[config.mk]
export PLATFORM = sky130hd
export DESIGN_NAME = instr_loader
export DESIGN_NICKNAME = d
export VERILOG_FILES = /design/src/rtl/instr_loader.sv
export SDC_FILE = /design/constraint.sdc
export NUM_CORES = 1
export LEC_CHECK = 0
export BUFFER_PORTS_ARGS = -buffer_cell sky130_fd_sc_hd__buf_2
export CAP_MARGIN = 20
export CORE_ASPECT_RATIO = 0.7
export CORE_MARGIN = 1.5
export CORE_UTILIZATION = 56
export CTS_CLUSTER_SIZE = 28
export DETAILED_ROUTE_END_ITERATION = 7
export PLACE_DENSITY_LB_ADDON = 0.15
export SYNTH_ARGS = -nofsm -noshare
export SYNTH_HDL_FRONTEND = slang
export SYNTH_SLANG_ARGS = --single-unit
export TNS_END_PERCENT = 50
[constraint.sdc]
create_clock -name clk_i -period 3.8 [get_ports clk_i]
set_clock_uncertainty 0.05 [all_clocks]
set_input_delay 0.38 -clock clk_i [delete_from_list [all_inputs] [get_ports clk_i]]
set_output_delay 0.38 -clock clk_i [all_outputs]
set_load 0.05 [all_outputs]
[src/rtl/instr_loader.sv]
// instr_loader: byte-stream boot loader assembling little-endian words into the CPU write port.
// Optional trailing XOR checksum byte enabled by defining LOADER_CHECKSUM_EN.
module instr_loader #(
  parameter int MAX_WORDS = 1024,
  parameter int CNT_W     = 16
) (
  input  logic             clk_i,
  input  logic             rst_i,
  input  logic             byte_valid_i,
  input  logic [7:0]       byte_i,
  output logic             byte_ready_o,
  input  logic             restart_i,
  output logic             wr_instr_en_o,
  output logic [31:0]      wr_instr_o,
  output logic             cpu_rst_o,
  output logic             done_o,
  output logic             err_o,
  output logic [CNT_W-1:0] word_cnt_o
);
`ifdef LOADER_CHECKSUM_EN
  typedef enum logic [2:0] {IDLE, HDR1, DATA, DONE, ERR, CHK} state_t;
  localparam state_t FIN = CHK;
  logic [7:0] csum_q, csum_d;
`else
  typedef enum logic [2:0] {IDLE, HDR1, DATA, DONE, ERR} state_t;
  localparam state_t FIN = DONE;
`endif
  state_t           state_q, state_d;
  logic [7:0]       lo_q, lo_d;
  logic [CNT_W-1:0] cnt_q, cnt_d, wcnt_q, wcnt_d, hdr;
  logic [23:0]      word_q, word_d;
  logic [1:0]       idx_q, idx_d;
  logic [31:0]      instr_q, instr_d;
  logic             wr_en_q, wr_en_d, ready_q, ready_d, done_q, done_d, acc;
  assign acc = byte_valid_i & ready_q;
  assign hdr = CNT_W'({byte_i, lo_q});
  always_comb begin
    state_d = state_q;
    lo_d    = lo_q;
    cnt_d   = cnt_q;
    wcnt_d  = wcnt_q;
    word_d  = word_q;
    idx_d   = idx_q;
    instr_d = instr_q;
    wr_en_d = 1'b0;
`ifdef LOADER_CHECKSUM_EN
    csum_d  = csum_q;
`endif
    case (state_q)
      IDLE: if (acc) begin
        lo_d    = byte_i;
        state_d = HDR1;
      end
      HDR1: if (acc) begin
        cnt_d   = hdr;
        state_d = hdr == '0 ? FIN : hdr > CNT_W'(MAX_WORDS) ? ERR : DATA;
      end
      DATA: if (acc) begin
        // bytes shift in from the top so byte 0 ends up in bits [7:0]
        word_d = {byte_i, word_q[23:8]};
        idx_d  = idx_q + 2'd1;
`ifdef LOADER_CHECKSUM_EN
        csum_d = csum_q ^ byte_i;
`endif
        if (idx_q == 2'd3) begin
          wr_en_d = 1'b1;
          instr_d = {byte_i, word_q};
          wcnt_d  = wcnt_q + CNT_W'(1);
          state_d = wcnt_q + CNT_W'(1) == cnt_q ? FIN : DATA;
        end
      end
`ifdef LOADER_CHECKSUM_EN
      CHK: if (acc) state_d = byte_i == csum_q ? DONE : ERR;
`endif
      default: ;
    endcase
    if (restart_i) begin
      state_d = IDLE;
      wcnt_d  = '0;
      word_d  = '0;
      idx_d   = '0;
      wr_en_d = 1'b0;
`ifdef LOADER_CHECKSUM_EN
      csum_d  = '0;
`endif
    end
    ready_d = state_d != DONE && state_d != ERR;
    // done trails entry into DONE so the core leaves reset after the last strobe
    done_d  = state_q == DONE && !restart_i;
  end
  always_ff @(posedge clk_i) begin
    if (rst_i) begin
      state_q <= IDLE;
      lo_q    <= '0;
      cnt_q   <= '0;
      wcnt_q  <= '0;
      word_q  <= '0;
      idx_q   <= '0;
      instr_q <= '0;
      wr_en_q <= 1'b0;
      ready_q <= 1'b0;
      done_q  <= 1'b0;
`ifdef LOADER_CHECKSUM_EN
      csum_q  <= '0;
`endif
    end else begin
      state_q <= state_d;
      lo_q    <= lo_d;
      cnt_q   <= cnt_d;
      wcnt_q  <= wcnt_d;
      word_q  <= word_d;
      idx_q   <= idx_d;
      instr_q <= instr_d;
      wr_en_q <= wr_en_d;
      ready_q <= ready_d;
      done_q  <= done_d;
`ifdef LOADER_CHECKSUM_EN
      csum_q  <= csum_d;
`endif
    end
  end
  assign byte_ready_o  = ready_q;
  assign wr_instr_en_o = wr_en_q;
  assign wr_instr_o    = instr_q;
  assign cpu_rst_o     = ~done_q;
  assign done_o        = done_q;
  assign err_o         = state_q == ERR;
  assign word_cnt_o    = wcnt_q;
endmodule

==> impl_metrics.toml, run 1 <==
[cells_and_area]
drive_gt1_share_pct = 16.3
final_common_cell = "nand2_1"
final_cell_mix = "131 x nand2_1, 104 x dfxtp_1, 64 x buf_2, 60 x a21oi_1, 55 x nor2_1"
multi_input_area_sq_mm = 0.00215
areaGrowthSynthToFinish_pct = 13.3
design_area_sq_mm = 0.00496
final_nets = 591
nFillCells = 660
regArea_sq_mm = 0.00208
diodes = 0

[place]
io_buffers = 64
gp_congestion = 0.950
post_dp_cell_area_sq_mm = 0.00473
dp_hpwl_um = 7530

[timing]
fin_crit_ns = 3.08
slew_viol_final = 0
tightest_slew_ns = 0.955
rsz0062_at_grt = "false"
max_clock_freq_mhz = 325
setup_viol = 0
max-slew-margin-rel_pct = 36.3
hold_viol = 0
final.period_utilization_pct = 81.0
tns_ns = 0

[synthesis]
synthArstFlopShare_pct = 0
syn_nets = 546
synth.distinct_cells = 51
synth-compound-area-share_pct = 10.7
synth_warnings = 0
synth.avg_cell_area_sq_um = 8.23
synthTopCellsByArea = "dfxtp_1 48%, nand2_1 11%, a21oi_1 6.9%, mux2i_1 5.5%, nor2_1 4.7%"
synthMuxAreaShare_pct = 5.48
yosys.area.top_type = "dfxtp_1"
synth_edf_count = 0
synth_top_area_share_pct = 47.5
synth_top_family_by_area = "simple AND/OR/NAND/NOR gates"
synthesis.instances = 532
netlist_area_sq_mm = 0.00438
ys.flop_type = "dfxtp_1"
ys_seq_area_share_pct = 47.5
synth-xor-area-share_pct = 7.00
synth.ff_latch_count = 104
synth-simple-area-share_pct = 25.1
synthAdderAreaFrac_pct = 0.571

[detailed_routing]
wl_um = 10700
drt_iter0_drc = 359
firstDrtPassIters = 4
top_layer_used = "met4"
remaining_drc_errors = 0
vias = 3806
via_per_inst = 5.60
ant_nets = 0
met1Wirelength_um = 5640
wl_per_cell_um = 15.7
wl_met2_um = 4240
dr_wl_met3_um = 711

[power]
p_leak_nw = 1.87
power.internal_w = 0.00151
p_clk_share_pct = 39.3
switchingPower_w = 0.000433
ir_drop_mv = 0.214
p_per_area_mw_per_mm2 = 392
power_w = 0.00195
p_sw_share_pct = 22.2
combPwrFrac_pct = 3.9
sequentialPowerShare_pct = 56.8

[clocking]
clkTransAtPathRegs_ns = 0.09
cts_hold_buf = 0
cts_buffer_depth = 2
root_buffer = "clkbuf_8"
cts.sinks = 104
cts.repair.resized = 0
cts_setup_buffers = 0
htreeDepth = 3
cts_made_buffers = 9
cts_tree = "yes"
clk-insertion-delay-late_ns = 0.37

[worst_setup_path]
start_kind = "flip-flop"
cp.buffers_inverters = 0
end_kind = "flip-flop"
critPathKind = "flip-flop to flip-flop"
reg2reg_to = "state_q[0]"
reg2reg_slack_ns = 0.72
critPathMaxFanout = 9
cpLargestDelayFamily = "simple AND/OR/NAND/NOR gates"
reg2regPathDepth = 7
cp_slowest_stage_delay_ns = 0.57
cp_slowest_cell = "or4_4"
reg2reg_from = "word_cnt_o[0]"
required_ns = 4.03
worst_ep_arrival_time_ns = 3.31
path_cells = "ha_1, nand3_4, and2_4, or4_1, a311o_1, or4_4, a221oi_2"

[floorplan]
core_sq_mm = 0.00745
io_pins = 65
dieArea_sq_mm = 0.00837
start_util_pct = 58.8
fp-row-count = 26
die_x_um = 109
chipHeight_um = 77.0

[grt]
grt_max_degree = 59
grt_usage_pct = 27.4
grt_overflow = 0
grt_pass1_vias = 3447
grt_pass1_wl_um = 17600
grt_antenna_before_repair = 0

[worst_hold_path]
min_path_type = "input pin to flip-flop"
hold-path-endpoint = "byte_ready_o"
hp-start = "restart_i"
hold_depth = 2

[job]
max_cap_viol_count = 0

[outcome]
status = "finished, final reports clean"
## cell usage after synthesis (2+ instances only)
master,n
nor3b_1,2
and3_1,3
nor4_1,7
o311ai_0,2
buf_1,4
xnor2_1,17
nand2_1,131
o211ai_1,4
xor2_1,18
mux2i_1,24
clkbuf_1,27
dfxtp_1,104
nand2b_1,2
nor3_1,9
nor4b_1,2
buf_2,4
inv_1,5
and2_1,2
a21oi_1,60
nand4_1,6
or4_1,2
nor2_1,55
ha_1,2
nand3_1,11
nor2b_1,3
## routing by layer
metal,vias to the layer above,global-route usage (%)
met4,0,5.92
met3,10,7.91
met1,1796,42.6
li1,1878,-
met2,122,36.9
met5,-,0
## registers in the layout, summed over array words and instances, names as in the netlist
| name | cells |
|---|---|
| byte_ready_o | 1 |
| cnt_q | 16 |
| done_o | 1 |
| idx_q | 2 |
| lo_q | 8 |
| state_q | 3 |
| word_cnt_o | 16 |
| word_q | 24 |
| wr_instr_en_o | 1 |
| wr_instr_o | 32 |
## per-stage QoR
stage	utilization (%)	setup WS [ns]	hold WS, ns	instances
final	66.6	0.724	0.225	680
after global routing	66.6	0.598	0.218	680
after CTS	66.6	0.752	0.209	680
after detailed placement	63.6	0.770	0.394	664
after global placement	63.6	0.895	0.389	664
after floorplan	-	0.621	0.382	532
## power by group through the flow
stage / registers (W) / clock network [W] / logic, W
finish: 0.00111 / 0.000764 / 0.0000765
global route: 0.00111 / 0.000823 / 0.0000826
CTS: 0.00111 / 0.000778 / 0.0000756
detailed placement: 0.00113 / 0 / 0.0000752
global placement: 0.00113 / 0 / 0.0000734
floorplan: 0.00113 / 0 / 0.0000475
## final cells by class
cell class	instances	share of cell area, %
timing repair buffer	69	7.21
sequential	104	42.0
clock inverter	6	1.82
inverter	5	0.378
clock buffer	10	2.77
tap	98	2.47
multi-input combinational	388	43.4
## kinds of logic (layout without fill, tap and decap cells)
group	count (synthesis)	count (layout)
buffers and inverters	40	90
AND/OR/NAND/NOR	247	247
multiplexers	24	24
flip-flops	104	104
AO/OA/AOI/OAI	80	80
adder cells (fa/ha/maj)	2	2
XOR/XNOR	35	35
## how the worst max path moves through the flow
stage / startpoint / end / slack [ns] / cells after the start
after floorplan: word_cnt_o[0] / byte_ready_o / 0.62 / 7
after global placement: word_cnt_o[0] / byte_ready_o / 0.90 / 7
after detailed placement: word_cnt_o[0] / byte_ready_o / 0.77 / 7
after CTS: word_cnt_o[0] / byte_ready_o / 0.75 / 7
after global routing: word_cnt_o[0] / state_q[0] / 0.60 / 7
final: word_cnt_o[0] / state_q[0] / 0.72 / 7
(Power assumes the default switching activity.)
==> run 2: changes to the inputs <==
--- a/config.mk
+++ b/config.mk
@@ -5,11 +5,12 @@
 export SDC_FILE = /design/constraint.sdc
 export NUM_CORES = 1
 export LEC_CHECK = 0
+export ABC_AREA = 1
 export BUFFER_PORTS_ARGS = -buffer_cell sky130_fd_sc_hd__buf_2
 export CAP_MARGIN = 20
 export CORE_ASPECT_RATIO = 0.7
 export CORE_MARGIN = 1.5
-export CORE_UTILIZATION = 56
+export CORE_UTILIZATION = 57
 export CTS_CLUSTER_SIZE = 28
 export DETAILED_ROUTE_END_ITERATION = 7
 export PLACE_DENSITY_LB_ADDON = 0.15
==> constraint.sdc (replaced) <==
create_clock -name clk_i -period 3.2 [get_ports clk_i]
set_clock_uncertainty 0.05 [all_clocks]
set_input_delay 0.32 -clock clk_i [delete_from_list [all_inputs] [get_ports clk_i]]
set_output_delay 0.32 -clock clk_i [all_outputs]
set_load 0.05 [all_outputs]
==> run 2 against run 1 <==
Effect of this change:
- sequential share of layout area fell by 0.86 points
- clock-buffer cell count rose by 1
- register-to-register slack improved by 0.16 ns
- total power rose by 20%
- sequential power rose by 18%
- critical path type unchanged
- largest cell class is now sequential cells
==> impl_metrics.toml, run 2 <==
[detailed_routing]
wl_um = 11100
remaining_drc_errors = 0
ant_nets = 0
drt_iter0_drc = 340
vias = 4286
wl_met2_um = 4650
via_per_inst = 5.56
dr_wl_met3_um = 1000
firstDrtPassIters = 5
met1Wirelength_um = 5320
top_layer_used = "met4"
wl_per_cell_um = 14.5

[cells_and_area]
areaGrowthSynthToFinish_pct = 13.7
final_nets = 682
final_common_cell = "dfxtp_1"
largest_register_ffs = 32
design_area_sq_mm = 0.00507
drive_gt1_share_pct = 15.5
final_cell_mix = "104 x dfxtp_1, 89 x nor2_1, 82 x nand2_1, 82 x o21ai_0, 70 x inv_1"
nFillCells = 640
diodes = 0
fin_cells = 771

[timing]
slew_viol_final = 0
max_clock_freq_mhz = 432
tns_ns = 0
holdWs_ns = 0.203
max-slew-margin-rel_pct = 49.4
rsz0062_at_grt = "false"
tightest_slew_ns = 0.758
hold_viol = 0
fin_crit_ns = 2.32
setup_viol = 0
final.period_utilization_pct = 72.4

[floorplan]
chipHeight_um = 77.0
dieArea_sq_mm = 0.00836
io_pins = 65
fp-row-count = 26
start_util_pct = 60.1
core_sq_mm = 0.00742
die_x_um = 109

[clocking]
clk-insertion-delay-late_ns = 0.38
cts_tree = "yes"
clkTransAtPathRegs_ns = 0.09
cts_buffer_depth = 2
cts_setup_buffers = 0
cts_hold_buf = 0
root_buffer = "clkbuf_8"
cts_made_buffers = 9
cts.sinks = 104
htreeDepth = 3
cts.repair.resized = 0

[power]
p_per_area_mw_per_mm2 = 461
p_leak_nw = 2.17
ir_drop_mv = 0.367

[worst_setup_path]
end_kind = "flip-flop"
worst_ep_arrival_time_ns = 2.54
critPathMaxFanout = 8
start_kind = "flip-flop"
reg2reg_slack_ns = 0.88
critPathKind = "flip-flop to flip-flop"
required_ns = 3.42

[place]
placed_cells = 755
dp_hpwl_um = 7850
post_dp_cell_area_sq_mm = 0.00484
io_buffers = 64
gp_congestion = 0.986

[synthesis]
synthArstFlopShare_pct = 0
synth_top_area_share_pct = 46.7
synth.distinct_cells = 31
synthTopCellsByArea = "dfxtp_1 47%, o21ai_0 9.2%, nor2_1 7.5%, nand2_1 6.9%, a21oi_1 6.5%"
yosys.area.top_type = "dfxtp_1"
synthesis.instances = 615
synth_edf_count = 0
ys.flop_type = "dfxtp_1"
syn_nets = 629
synth.ff_latch_count = 104
synth.avg_cell_area_sq_um = 7.24
synth_warnings = 0
ys_top_cells_by_count = "104 x dfxtp_1, 89 x nor2_1, 82 x nand2_1, 82 x o21ai_0, 70 x inv_1"
ys_seq_area_share_pct = 46.7
post-synth-top-count-cell = "dfxtp_1"
netlist_area_sq_mm = 0.00445

[grt]
grt_max_degree = 33
grt_usage_pct = 28.9
grt_overflow = 0
grt_antenna_before_repair = 0
grt_pass1_wl_um = 18900
grt_pass1_vias = 3932

[job]
max_cap_viol_count = 0

[outcome]
status = "finished, final reports clean"

[worst_hold_path]
min_path_type = "input pin to flip-flop"
-- run 2: changes by cell type after synthesis, sizes merged, moves of 5 or more --
cell	before	now
a211oi	1	10
nand2	131	86
buf	8	3
nand4	6	13
o21ai	1	83
nand3	12	37
xor2	18	2
inv	5	73
nor4	7	1
xnor2	17	2
nor2	55	96
mux2i	24	0
-- run 2: final timing paths --
kind | from | to | cells after the start
worst min-delay path | restart_i | state_q[2] | 4
worst max-delay path | word_cnt_o[0] | byte_ready_o | 14
worst max register to register | word_cnt_o[0] | byte_ready_o | 14
worst min register to register | word_q[4] | word_q[4] | 2
-- run 2: cell families (layout without fill, tap and decap cells) --
group / Yosys count / after routing / synth area share, %
AO/OA/AOI/OAI: 159 / 159 / 18.9
buffers and inverters: 103 / 161 / 8.79
adder cells (fa/ha/maj): 2 / 2 / 0.562
AND/OR/NAND/NOR: 242 / 242 / 23.7
XOR/XNOR: 5 / 5 / 1.29
flip-flops: 104 / 104 / 46.7
-- run 2: layer usage --
| metal | track usage [%] | vias to the layer above |
|---|---|---|
| li1 | - | 2126 |
| met2 | 42.3 | 183 |
| met3 | 6.80 | 18 |
| met1 | 42.0 | 1959 |
| met4 | 8.95 | 0 |
| met5 | 0 | - |
-- run 2: worst max-delay path, cell delays in order (launching register included) --
cell	delay [ns]
dfxtp_1	0.48
ha_1	0.29
nand2_1	0.14
nor2_4	0.22
nand3_1	0.13
nand3_1	0.10
o21ai_1	0.06
nor2_1	0.12
nand3_1	0.10
nor2_1	0.14
nand2_1	0.08
nand2_2	0.08
nand3_1	0.07
nand2_1	0.07
nor2_1	0.05
-- run 2: power breakdown --
| group | internal, W | leakage (nW) | switching (W) |
|---|---|---|---|
| sequential | 0.00131 | 0.840 | 0.00000743 |
| combinational | 0.0000290 | 1.21 | 0.0000706 |
| clock | 0.000482 | 0.119 | 0.000443 |
| total | 0.00182 | 2.17 | 0.000521 |
-- run 2: layout make-up --
cell class / instances / area, sq um / area share (%)
inverter: 74 / 278 / 5.48
clock inverter: 5 / 78.8 / 1.56
tap: 98 / 123 / 2.42
multi-input combinational: 408 / 1980 / 39.1
clock buffer: 11 / 151 / 2.99
timing repair buffer: 71 / 373 / 7.36
sequential: 104 / 2080 / 41.1
-- run 2: per-stage QoR --
step	total power, W	util [%]	setup slack, ns
CTS	0.00235	68.3	0.940
floorplan	0.00141	-	0.943
finish	0.00234	68.3	0.884
global route	0.00241	68.3	0.682
detailed placement	0.00144	65.2	0.956
global placement	0.00144	65.2	1.06
